[config.mk]
export PLATFORM = sky130hd
export DESIGN_NAME = elastic_pipe
export DESIGN_NICKNAME = d
export VERILOG_FILES = /design/src/rtl/elastic_pipe.sv
export SDC_FILE = /design/constraint.sdc
export NUM_CORES = 1
export LEC_CHECK = 0
export ABC_AREA = 0
export ABC_CLOCK_PERIOD_IN_PS = 4400
export BUFFER_PORTS_ARGS = -buffer_cell sky130_fd_sc_hd__buf_2
export CAP_MARGIN = 20
export CORE_UTILIZATION = 35
export CTS_BUF_LIST = sky130_fd_sc_hd__clkbuf_2
export DETAILED_ROUTE_END_ITERATION = 12
export SETUP_SLACK_MARGIN = 0.1
export SYNTH_ARGS = -nofsm -noshare
export SYNTH_HDL_FRONTEND = slang
export SYNTH_SLANG_ARGS = --single-unit
[constraint.sdc]
create_clock -name clk -period 4.4 [get_ports clk]
set_input_delay 0.66 -clock clk [delete_from_list [all_inputs] [get_ports clk]]
set_output_delay 0.66 -clock clk [all_outputs]
set_load 0.05 [all_outputs]
[src/rtl/elastic_pipe.sv]
// Elastic register pipeline with per-stage flush and stall.
// A move/load chain resolved from the output end backwards lets a full
// pipe advance every stage in one cycle. Per-stage taps allow forwarding.
// Accepted items are counted with wrap-around; flushed items are counted
// with saturation.
module elastic_pipe #(
  parameter int WIDTH = 32,
  parameter int DEPTH = 5,
  parameter int CNT_W = 16
) (
  input  logic                       clk,
  input  logic                       reset_n,
  input  logic                       in_valid,
  output logic                       in_ready,
  input  logic [WIDTH-1:0]           in_data,
  output logic                       out_valid,
  input  logic                       out_ready,
  output logic [WIDTH-1:0]           out_data,
  input  logic [DEPTH-1:0]           flush_i,
  input  logic [DEPTH-1:0]           stall_i,
  output logic [DEPTH-1:0]           stage_valid_o,
  output logic [DEPTH*WIDTH-1:0]     stage_data_o,
  output logic [$clog2(DEPTH+1)-1:0] occupancy_o,
  output logic [CNT_W-1:0]           accept_cnt_o,
  output logic [CNT_W-1:0]           drop_cnt_o
);
  localparam int OCC_W = $clog2(DEPTH+1);
  localparam int SUM_W = ((CNT_W > OCC_W) ? CNT_W : OCC_W) + 1;

  logic [DEPTH-1:0] valid_reg;
  logic [WIDTH-1:0] data_reg [DEPTH];
  logic [DEPTH-1:0] moves;
  logic [DEPTH:0]   load_ext;   // bit DEPTH stands for the downstream sink
  logic [DEPTH-1:0] src_valid;
  logic [WIDTH-1:0] src_data [DEPTH];
  logic [CNT_W-1:0] accept_cnt_reg;
  logic [CNT_W-1:0] drop_cnt_reg;
  logic [CNT_W-1:0] drop_cnt_next;
  logic [OCC_W-1:0] occupancy;
  logic [OCC_W-1:0] drop_now;
  logic [SUM_W-1:0] drop_sum;

  // Resolve the move/load chain from the output end back to stage 0 in one pass.
  always_comb begin
    moves    = '0;
    load_ext = '0;
    load_ext[DEPTH] = out_ready;
    for (int k = DEPTH-1; k >= 0; k--) begin
      moves[k]    = valid_reg[k] & ~flush_i[k] & ~stall_i[k] & load_ext[k+1];
      load_ext[k] = ~flush_i[k] & ~stall_i[k] & (~valid_reg[k] | moves[k]);
    end
  end

  genvar gi;
  generate
    for (gi = 0; gi < DEPTH; gi++) begin : g_stage
      if (gi == 0) begin : g_src_in
        assign src_valid[gi] = in_valid;
        assign src_data[gi]  = in_data;
      end else begin : g_src_prev
        assign src_valid[gi] = moves[gi-1];
        assign src_data[gi]  = data_reg[gi-1];
      end

      // Stage register: flush clears, load takes the source (or empties), else hold.
      always_ff @(posedge clk) begin
        if (!reset_n) begin
          valid_reg[gi] <= 1'b0;
          data_reg[gi]  <= '0;
        end else if (flush_i[gi]) begin
          valid_reg[gi] <= 1'b0;
          data_reg[gi]  <= '0;
        end else if (load_ext[gi]) begin
          valid_reg[gi] <= src_valid[gi];
          if (src_valid[gi]) begin
            data_reg[gi] <= src_data[gi];
          end
        end
      end

      assign stage_data_o[gi*WIDTH +: WIDTH] = data_reg[gi];
    end
  endgenerate

  // Count valid stages and valid stages being flushed this cycle.
  always_comb begin
    occupancy = '0;
    drop_now  = '0;
    for (int k = 0; k < DEPTH; k++) begin
      occupancy = occupancy + OCC_W'(valid_reg[k]);
      drop_now  = drop_now + OCC_W'(valid_reg[k] & flush_i[k]);
    end
    drop_sum      = SUM_W'(drop_cnt_reg) + SUM_W'(drop_now);
    drop_cnt_next = (drop_sum > SUM_W'({CNT_W{1'b1}})) ? {CNT_W{1'b1}} : drop_sum[CNT_W-1:0];
  end

  // Accept counter wraps; drop counter saturates.
  always_ff @(posedge clk) begin
    if (!reset_n) begin
      accept_cnt_reg <= '0;
      drop_cnt_reg   <= '0;
    end else begin
      if (in_valid && load_ext[0]) begin
        accept_cnt_reg <= accept_cnt_reg + 1'b1;
      end
      drop_cnt_reg <= drop_cnt_next;
    end
  end

  assign in_ready      = load_ext[0];
  assign out_valid     = valid_reg[DEPTH-1] & ~flush_i[DEPTH-1] & ~stall_i[DEPTH-1];
  assign out_data      = data_reg[DEPTH-1];
  assign stage_valid_o = valid_reg;
  assign occupancy_o   = occupancy;
  assign accept_cnt_o  = accept_cnt_reg;
  assign drop_cnt_o    = drop_cnt_reg;
endmodule
==> impl_metrics.py <==
metrics = {
    "global_route": {
        "grt_use_met2_pct": 25.56,
        "met3_usage_pct": 3.231,
        "overflow": 0,
        "grt_pass1_vias": 4936,
        "grt_max_degree": 33,
        "busiest_layer": "met2",
        "grt_first_pass_wirelength_mm": 28.03,
        "grtUsageMet1_pct": 20.17,
        "antenna_found_initial": 1,
        "track_usage_pct": 15.35,
    },
    "power_and_ir_drop": {
        "p_sw_share_pct": 30.64,
        "p_leak_nw": 4.529,
        "cellPowerDensity_nw_per_um2": 340.1,
        "power_frac_seq_pct": 61.6,
        "p_comb_share_pct": 13.7,
        "peakVddDrop_v": 0.0001648,
        "switching_power_mw": 1.050,
        "power_mw": 3.427,
        "p_int_mw": 2.377,
        "p_clk_share_pct": 24.7,
    },
    "route": {
        "drt_first_pass_iters": 4,
        "drt-total-wl_mm": 18.82,
        "drt_iter0_markers": 237,
        "drcViolationCount": 0,
        "final_antenna_net_count": 0,
        "vias": 5340,
        "detail_route.vias_per_cell": 4.439,
        "wl_per_cell_um": 15.64,
    },
    "floorplanning": {
        "initial_utilization_pct": 36.08,
        "rows": 55,
        "fp.coreArea_um2": 22850,
        "die_h_um": 155.5,
        "fp.dieW_um": 155.5,
        "die_area_um2": 24170,
        "pin_count": 280,
    },
    "placed_design": {
        "port_buffers": 279,
        "gp_congestion": 0.8830,
        "place_area_um2": 9802,
        "dp_hpwl_mm": 14.23,
    },
    "logic_synthesis": {
        "syn_area_um2": 8243,
        "synth_cells": 618,
        "yosys_warnings": 0,
        "synth_flop_cell": "edfxtp_1",
        "ys_ff_latch": 197,
        "async_flop_share_pct": 0,
        "syn_avg_cell_area_um2": 13.34,
        "syn_nets": 675,
        "ys_types": 43,
        "synth_edf_count": 160,
        "ys_seq_area_share_pct": 67.27,
    },
    "cts": {
        "post-cts-setup-buffers": 0,
        "clk_latency_ns": 0.73,
        "clk_pin_slew_ns": 0.29,
        "clock-root-buffer": "clkbuf_2",
        "cts.sinks": 197,
        "cts_tree": "done",
        "h-tree-depth": 4,
        "cts-buffers-inserted": 17,
        "clockBufferDepth": 2,
        "post_cts_resize_count": 0,
    },
    "sta": {
        "grt_setup_unrepaired": "false",
        "skew_ns": 0.05442,
        "min_period_ns": 3.552,
        "slew_headroom_pct": 43.73,
        "tightest_slew_ns": 0.8431,
        "min_period_over_period_pct": 80.73,
        "setup_viol": 0,
        "hold_viol_final": 0,
        "tns_ns": 0,
        "max_freq_ghz": 0.2815,
        "maxSlewViolCount": 0,
    },
    "run_status": {
        "status": "finished clean",
    },
    "critical_path": {
        "crit_path_start_kind": "input port",
        "endpoint_kind": "register",
        "path_delay_family": "adder cells",
        "slowest_delay_ns": 0.55,
        "cp.buffers_inverters": 4,
        "slowest_stage": "fa_1",
        "cpMostUsedCell": "fa_1",
        "cp.arrival_ns": 4.23,
        "crit_type": "input port to register",
        "cp_cell_sequence": "dlygate4sd3_1 -> buf_2 -> and2_1 -> fa_1 -> fa_1 -> ha_1 -> inv_1 -> fa_1 -> nand2b_1 -> a211oi_2 -> nand3_1 -> buf_4 -> a21oi_1",
        "crit_fanout": 10,
        "cp.required_ns": 5.08,
    },
    "final_layout": {
        "area_growth_pct": 22.22,
        "drive_gt1_share_pct": 37.68,
        "finalInstanceArea_um2": 10070,
        "largest_reg_flops": 160,
        "final_nets": 933,
    },
    "run": {
        "maxCapViolations": 0,
    },
    "min_path": {
        "hp-class": "input port to register",
    },
}
## metrics by stage
| stage | utilization (%) | hold slack, ns | setup WS, ns | instances |
|---|---|---|---|---|
| after floorplan | - | 0.6798 | 0.6800 | 618 |
| after global placement | 42.90 | 0.4661 | 0.7336 | 1166 |
| after detailed placement | 42.90 | 0.4685 | 0.6112 | 1166 |
| after global routing | 44.10 | 0.04862 | 0.6869 | 1203 |
| final | 44.10 | 0.1565 | 0.8478 | 1203 |
| after CTS | 43.87 | 0.001438 | 0.8786 | 1198 |
## routing by layer
layer	vias up	part of all wire [%]
met5	-	0
met4	0	1.2
met3	12	4.4
met2	161	50
met1	2497	45
li1	2670	-
## power by group through the flow
stage | registers (mW) | logic [mW] | clock network [mW]
5_1_grt | 2.12 | 0.486 | 0.952
3_3_place_gp | 2.15 | 0.470 | 0
2_1_floorplan | 2.39 | 0.114 | 0
3_5_place_dp | 2.15 | 0.471 | 0
4_1_cts | 2.11 | 0.472 | 0.887
6_report | 2.11 | 0.468 | 0.847
## cell usage after synthesis (2+ instances only)
cell type,n,area share (%)
and2_1,165,13
edfxtp_1,160,58
dfxtp_1,37,9.0
buf_4,33,3.0
a21oi_1,31,1.9
nand2_1,21,0.96
clkbuf_1,19,0.87
inv_1,13,0.59
nand3_1,12,0.73
nor2_1,12,0.55
o21ai_0,8,0.49
o31ai_1,8,0.73
or4_1,8,0.73
xor2_1,8,0.85
or3_1,7,0.53
a211oi_1,6,0.55
ha_1,6,0.91
and3_1,5,0.38
fa_1,5,1.2
mux2i_1,5,0.61
nand2b_1,5,0.38
nand3b_1,5,0.46
nand4_1,5,0.38
nor3_1,5,0.30
clkbuf_2,3,0.18
o41ai_1,3,0.32
or4b_1,3,0.36
xnor2_1,3,0.32
a211oi_2,2,0.30
o21ai_1,2,0.12
## layout make-up
cell class | instances | area (um2)
antenna | 1 | 2.502
clock buffer | 19 | 95.09
clock inverter | 13 | 125.1
fill | 2190 | 12770
inverter | 13 | 48.80
multi-input combinational | 351 | 2322
sequential | 197 | 5545
tap | 313 | 391.6
timing repair buffer | 296 | 1544
## cells by family (layout without fill, tap and decap cells)
family	Yosys count	after routing	synth area share, %
fa+ha+maj	11	11	2.125
compound gates	63	63	4.766
simple gates	261	261	19.22
other cells	0	1	0
xor+xnor	11	11	1.169
buf+inv	70	341	4.842
mux	5	5	0.6072
flops	197	197	67.27
## timing repair
| action | CTS | global route |
|---|---|---|
| setup endpoints to repair | 0 | 0 |
| hold buffers | 0 | 2 |
| hold endpoints to repair | 0 | 2 |
## worst paths after layout
path                    startpoint                to  slack (ns)  cells past startpoint
hold / removal          flush_i[2]  stage_valid_o[2]        0.16                      2
setup reg to reg  stage_valid_o[2]    drop_cnt_o[10]        0.88                     11
hold reg to reg   accept_cnt_o[15]  accept_cnt_o[15]        0.50                      2
setup / recovery        flush_i[0]    drop_cnt_o[10]        0.85                     13
## cell usage in the layout (no fill, tap or decap), types with 3 or more instances in the layout
cell        netlist  final
nand2b_1          5      5
dfxtp_1          37     37
fa_1              5      5
o41ai_1           3      3
or4_1             8      8
edfxtp_1        160    160
buf_4            33     13
xnor2_1           3      3
nor3_1            5      4
buf_2             1    279
nand4_1           5      5
nand2_1          21     21
and2_1          165    165
nor2_1           12     10
inv_1            13     13
o31ai_1           8      8
or3_1             7      7
mux2i_1           5      5
a21oi_1          31     31
xor2_1            8      8
clkbuf_2          3     19
nand3_1          12     12
o21ai_0           8      8
ha_1              6      6
nand3b_1          5      5
and3_1            5      5
clkinvlp_4        0      4
a211oi_1          6      5
a211oi_2          2      3
or4b_1            3      3
(Power assumes the default switching activity.)
